--- src/rtl/nibble_serial_adder_ctrl.sv ---
// nibble_serial_adder_ctrl
// Multi-cycle adder controller. A single NIBBLE-bit ripple stage is reused
// across the whole WIDTH-bit add. It processes one nibble per clock,
// least-significant nibble first, and keeps the carry in a register between
// nibbles. Operands arrive on a valid/ready handshake and the result leaves
// on a valid/ready handshake. Every output comes from a flop, so no
// combinational path exists from any input to any output.
// WIDTH must be an integer multiple of NIBBLE.

module nibble_serial_adder_ctrl #(
   parameter int WIDTH  = 8,
   parameter int NIBBLE = 4
) (
   input  logic             clk,
   input  logic             rst,
   input  logic             in_valid,
   output logic             in_ready,
   input  logic [WIDTH-1:0] A,
   input  logic [WIDTH-1:0] B,
   input  logic             Cin,
   output logic             out_valid,
   input  logic             out_ready,
   output logic [WIDTH-1:0] Sum,
   output logic             Cout,
   output logic             busy
);

   localparam int NUM = WIDTH / NIBBLE;
   localparam int CW  = (NUM > 1) ? $clog2(NUM) : 1;

   typedef enum logic [1:0] {
      IDLE = 2'd0,
      ADD  = 2'd1,
      DONE = 2'd2
   } state_t;

   state_t              r_state;
   logic [WIDTH-1:0]    r_a;
   logic [WIDTH-1:0]    r_b;
   logic                r_carry;
   logic [CW-1:0]       r_cnt;
   logic [WIDTH-1:0]    r_sum;
   logic                r_cout;
   logic                r_outValid;
   logic                r_busy;
   logic                r_inReady;

   logic [NIBBLE-1:0]   w_aNib;
   logic [NIBBLE-1:0]   w_bNib;
   logic [NIBBLE:0]     w_stageSum;
   logic                w_lastNib;

   // The shared nibble adder works on the nibble that the counter selects
   // and adds in the carry held from the previous nibble.
   always_comb begin
      w_aNib     = r_a[r_cnt*NIBBLE +: NIBBLE];
      w_bNib     = r_b[r_cnt*NIBBLE +: NIBBLE];
      w_stageSum = {1'b0, w_aNib} + {1'b0, w_bNib} + {{NIBBLE{1'b0}}, r_carry};
      w_lastNib  = (r_cnt == CW'(NUM - 1));
   end

   // Sequencing FSM. It holds the operand and result registers and keeps the
   // handshake flags registered alongside the state.
   always_ff @(posedge clk or posedge rst) begin
      if (rst) begin
         r_state    <= IDLE;
         r_a        <= '0;
         r_b        <= '0;
         r_carry    <= 1'b0;
         r_cnt      <= '0;
         r_sum      <= '0;
         r_cout     <= 1'b0;
         r_outValid <= 1'b0;
         r_busy     <= 1'b0;
         r_inReady  <= 1'b1;
      end else begin
         case (r_state)
            IDLE: begin
               if (in_valid) begin
                  r_a       <= A;
                  r_b       <= B;
                  r_carry   <= Cin;
                  r_cnt     <= '0;
                  r_sum     <= '0;
                  r_inReady <= 1'b0;
                  r_busy    <= 1'b1;
                  r_state   <= ADD;
               end
            end
            ADD: begin
               r_sum[r_cnt*NIBBLE +: NIBBLE] <= w_stageSum[NIBBLE-1:0];
               r_carry <= w_stageSum[NIBBLE];
               if (w_lastNib) begin
                  r_cout     <= w_stageSum[NIBBLE];
                  r_outValid <= 1'b1;
                  r_state    <= DONE;
               end else begin
                  r_cnt <= r_cnt + CW'(1);
               end
            end
            DONE: begin
               if (out_ready) begin
                  r_outValid <= 1'b0;
                  r_busy     <= 1'b0;
                  r_inReady  <= 1'b1;
                  r_state    <= IDLE;
               end
            end
            default: begin
               r_outValid <= 1'b0;
               r_busy     <= 1'b0;
               r_inReady  <= 1'b1;
               r_state    <= IDLE;
            end
         endcase
      end
   end

   assign in_ready  = r_inReady;
   assign out_valid = r_outValid;
   assign busy      = r_busy;
   assign Sum       = r_sum;
   assign Cout      = r_cout;

endmodule

--- config.mk ---
export PLATFORM = sky130hd
export DESIGN_NAME = nibble_serial_adder_ctrl
export DESIGN_NICKNAME = d
export VERILOG_FILES = /design/src/rtl/nibble_serial_adder_ctrl.sv
export SDC_FILE = /design/constraint.sdc
export NUM_CORES = 1
export LEC_CHECK = 0
export CORE_MARGIN = 5
export CORE_UTILIZATION = 45
export CTS_BUF_LIST = sky130_fd_sc_hd__clkbuf_4
export CTS_CLUSTER_DIAMETER = 200
export DETAILED_ROUTE_END_ITERATION = 8
export GPL_ROUTABILITY_DRIVEN = 0
export PLACE_DENSITY_LB_ADDON = 0.25
export SLEW_MARGIN = 20
export SYNTH_ARGS = -nofsm -noshare
export SYNTH_HDL_FRONTEND = slang
export SYNTH_SLANG_ARGS = --single-unit
export TNS_END_PERCENT = 30
--- constraint.sdc ---
create_clock -name clk -period 2.52 [get_ports clk]
set_input_delay 0.504 -clock clk [delete_from_list [all_inputs] [get_ports clk]]
set_output_delay 0.504 -clock clk [all_outputs]
set_load 0.01 [all_outputs]
==> results.tsv <==
stage	metric	value	unit
timing	RSZ-0062 raised after global routing	false	
synthesis	most frequent cells after synthesis	31 x dfrtp_1, 22 x mux2_2, 9 x inv_1	
placed_design	placed insts	191	
synthesis	mapped cell area	1470	µm²
cells_and_area	fillers	277	
die	Die Width	67.2	µm
placed_design	Port Buf Inserts	32	
pwr	Leakage	0.877	nW
critical_path	Worst Setup EP	r_carry$_DFFE_PP0P_	
routing	final wirelength	2.79	mm
die	die footprint	4510	µm²
cts	clk slew on worst S/H paths	0.09	ns
routing	DRC	0	
run_status	status	finished, final reports clean	
synthesis	post-synthesis adder-cell area fraction	5.27	%
synthesis	Most used DFF post-synth	dfrtp_1	
synthesis	top-count cell post-synth	dfrtp_1	
cts	clock network latency to the later pin of the worst-skew pair	0.33	ns
global_route	gr ovfl total	0	
die	site row count	20	
timing	Final Hold Viols	0	
pwr	Pwr Density	1400	nW/µm²
timing	final setup violation count	0	
cells_and_area	post-layout util	62.3	%
cts	clock buffer depth	2	
routing	vias per cell	4.87	
synthesis	Distinct cells, synth	27	
global_route	global-route wire length before repair	4.86	mm
routing	via count	970	
run	Max-Cap Viols	0	
critical_path	Max FO, Critical Path	8	
synthesis	xor-xnor portion of the synthesized cell area	1.19	%
critical_path	Arr. time, crit path	2.46	ns
cells_and_area	share of layout cells above drive strength 1	25.2	%
synthesis	EDFF count, synth	0	
cts	clock root buffer	clkbuf_4	
cts	Clock Sinks	32	
critical_path	Critical Path End Type	register	
synthesis	Post-Syn Nets	140	
cells_and_area	final layout net count	180	
die	Initial Util	47.4	%
synthesis	sequential fraction of the synthesis area	54.5	%
synthesis	Post-Syn Instances	114	
timing	Final period util	89.4	%
synthesis	Area contributors post-synth	dfrtp_1 53%, mux2_2 17%, a22o_1 3.6%	
synthesis	Synth Register Bits	32	
routing	Iteration-0 DRC Markers	60	
synthesis	largest area contributor in the netlist	dfrtp_1	
cts	cts hold-fix bufs	0	
timing	setup_tns	0	ns
synthesis	post-synth top area share	52.7	%
placed_design	HPWL Detailed	2.15	mm
die	Boundary Pins	33	
die	Die Height	67.2	µm
cts	TritonCTS Buffers	5	
timing	hold_ws	0.494	ns
cells_and_area	# diodes	0	
pwr	total power	2.70	mW
critical_path	Crit Path Category	register to register	
synthesis	async set-reset flop share out of synthesis	100	%
critical_path	Worst Setup Start Kind	register	
cts	CTS tree	built	
routing	DRT Pass-1 Iters	4	
synthesis	largest family of logic cells by synthesized area	multiplexers	
hold_path	min-delay worst type	register to register	
timing	final worst path period need	2.25	ns
timing	Clock Skews	0.00259	ns
critical_path	CP startpoint	r_cnt$_DFFE_PP0P_	
critical_path	r2r setup slk	0.27	ns
global_route	vias in the first global route	1017	
timing	Slew Limit Fails	0	
routing	DR WL/cell	14.0	µm
global_route	largest net degree at the start of global routing	33	
cells_and_area	Layout Cells excl Fill	199	
cells_and_area	Reg area	802	µm²
timing	Slew @ Worst Pin	0.394	ns
synthesis	synthesized area per cell	12.9	µm²
cts	htree depth	2	
pwr	Peak VDD IR	0.000861	V
cells_and_area	Multi-input gate area	616	µm²
timing	Slew HR	73.8	%
synthesis	Synth Area in Compound Gates	9.44	%
die	core area	3100	µm²
critical_path	Reg2Reg Depth	8	
synthesis	post-synthesis simple-gate area fraction	7.74	%
global_route	total global routing track utilization	14.9	%
critical_path	reg2reg end	r_carry$_DFFE_PP0P_	
synthesis	mux share of post-synthesis cell area	18.2	%
global_route	initial antenna violation count	0	
critical_path	reg2reg start	r_cnt$_DFFE_PP0P_	
synthesis	yosys warns	0	
cells_and_area	area added between synthesis and finish	31.3	%
critical_path	WP data required	2.73	ns
cts	Post-CTS Setup Repair Bufs	0	
routing	Final ANT Viol Nets	0	
cts	Post-CTS Resized	0	
timing	highest clock rate	444	MHz
## power breakdown
part | total [mW] | switching, mW | leakage [nW] | internal [mW]
combinational | 1.39 | 0.619 | 0.451 | 0.766
sequential | 0.940 | 0.178 | 0.387 | 0.762
clock | 0.372 | 0.169 | 0.0403 | 0.202
## worst max-delay path: stages (launching register included)
cell and delay (ns):
dfrtp_1 0.51, mux2_2 0.40, fa_1 0.41, inv_1 0.08, fa_1 0.19, inv_1 0.05
a21o_1 0.16, a21oi_1 0.20, o221ai_1 0.13
## cell usage in the layout, fill, tap and decap left out, drive strengths merged
master and instances:
ha 3, nor2b 1, clkinv 2, nor3 1
a21oi 4, o221ai 1, xnor2 2, nand2 7
fa 2, nor2 6, clkdlybuf4s50 32, clkbuf 5
mux2i 2, bufinv 1, nor3b 1, and3b 1
dfrtp 31, inv 9, dfstp 1, o22a 1
a21o 3, nand2b 1, or2 1, mux2 22
buf 4, o22ai 1, a22o 6, o21ai 4
## per-layer routing
layer  up-vias  global-route usage [%]  wire (µm)
met3         6                    5.66        142
met5         -                       0          0
li1        481                       -          -
met2        26                    22.2       1280
met4         0                    6.84         54
met1       457                    19.1       1310
## flip-flops by register name, indices dropped and copies added, names as in the netlist
signal     cells
Cout           1
in_ready       1
busy           1
r_a            8
Sum            8
r_state        2
r_cnt          1
r_b            8
out_valid      1
r_carry        1
## cell families (layout without fill, tap and decap cells)
kind of cell,after synthesis,after routing
DFF,32,32
xor gates and xnor gates,2,2
AOI/OAI and AO/OA,20,20
muxes,24,24
and+or+nand+nor,19,19
buffers and inverters,12,53
adders and majority gates,5,5
## final cells by class
type,count,share of cell area [%]
Timing Repair Buffer,36,18.1
Clock inverter,3,1.94
Tap cell,44,2.85
Clock buffer,5,1.94
Inverter,9,1.75
Sequential cell,32,41.5
Multi-Input combinational cell,70,31.9
## worst min path at each step
stage / from / to / slack (ns) / depth (start not counted)
global route: Sum[0]$_DFFE_PP0P_ / Sum[0]$_DFFE_PP0P_ / 0.52 / 1
global placement: Sum[1]$_DFFE_PP0P_ / Sum[1]$_DFFE_PP0P_ / 0.47 / 1
CTS: Sum[1]$_DFFE_PP0P_ / Sum[1]$_DFFE_PP0P_ / 0.49 / 1
finish: Sum[1]$_DFFE_PP0P_ / Sum[1]$_DFFE_PP0P_ / 0.49 / 1
detailed placement: Sum[1]$_DFFE_PP0P_ / Sum[1]$_DFFE_PP0P_ / 0.47 / 1
floorplan: r_a[4]$_DFFE_PP0P_ / r_a[4]$_DFFE_PP0P_ / 0.47 / 1
## per-stage QoR
step	setup slack, ns	instance area [µm²]
2_1_floorplan	0.315	1470
6_report	0.267	1930
5_1_grt	0.115	1930
3_3_place_gp	0.353	1860
4_1_cts	0.248	1930
3_5_place_dp	0.248	1860
Note: power is estimated with default switching activity, not from simulation.
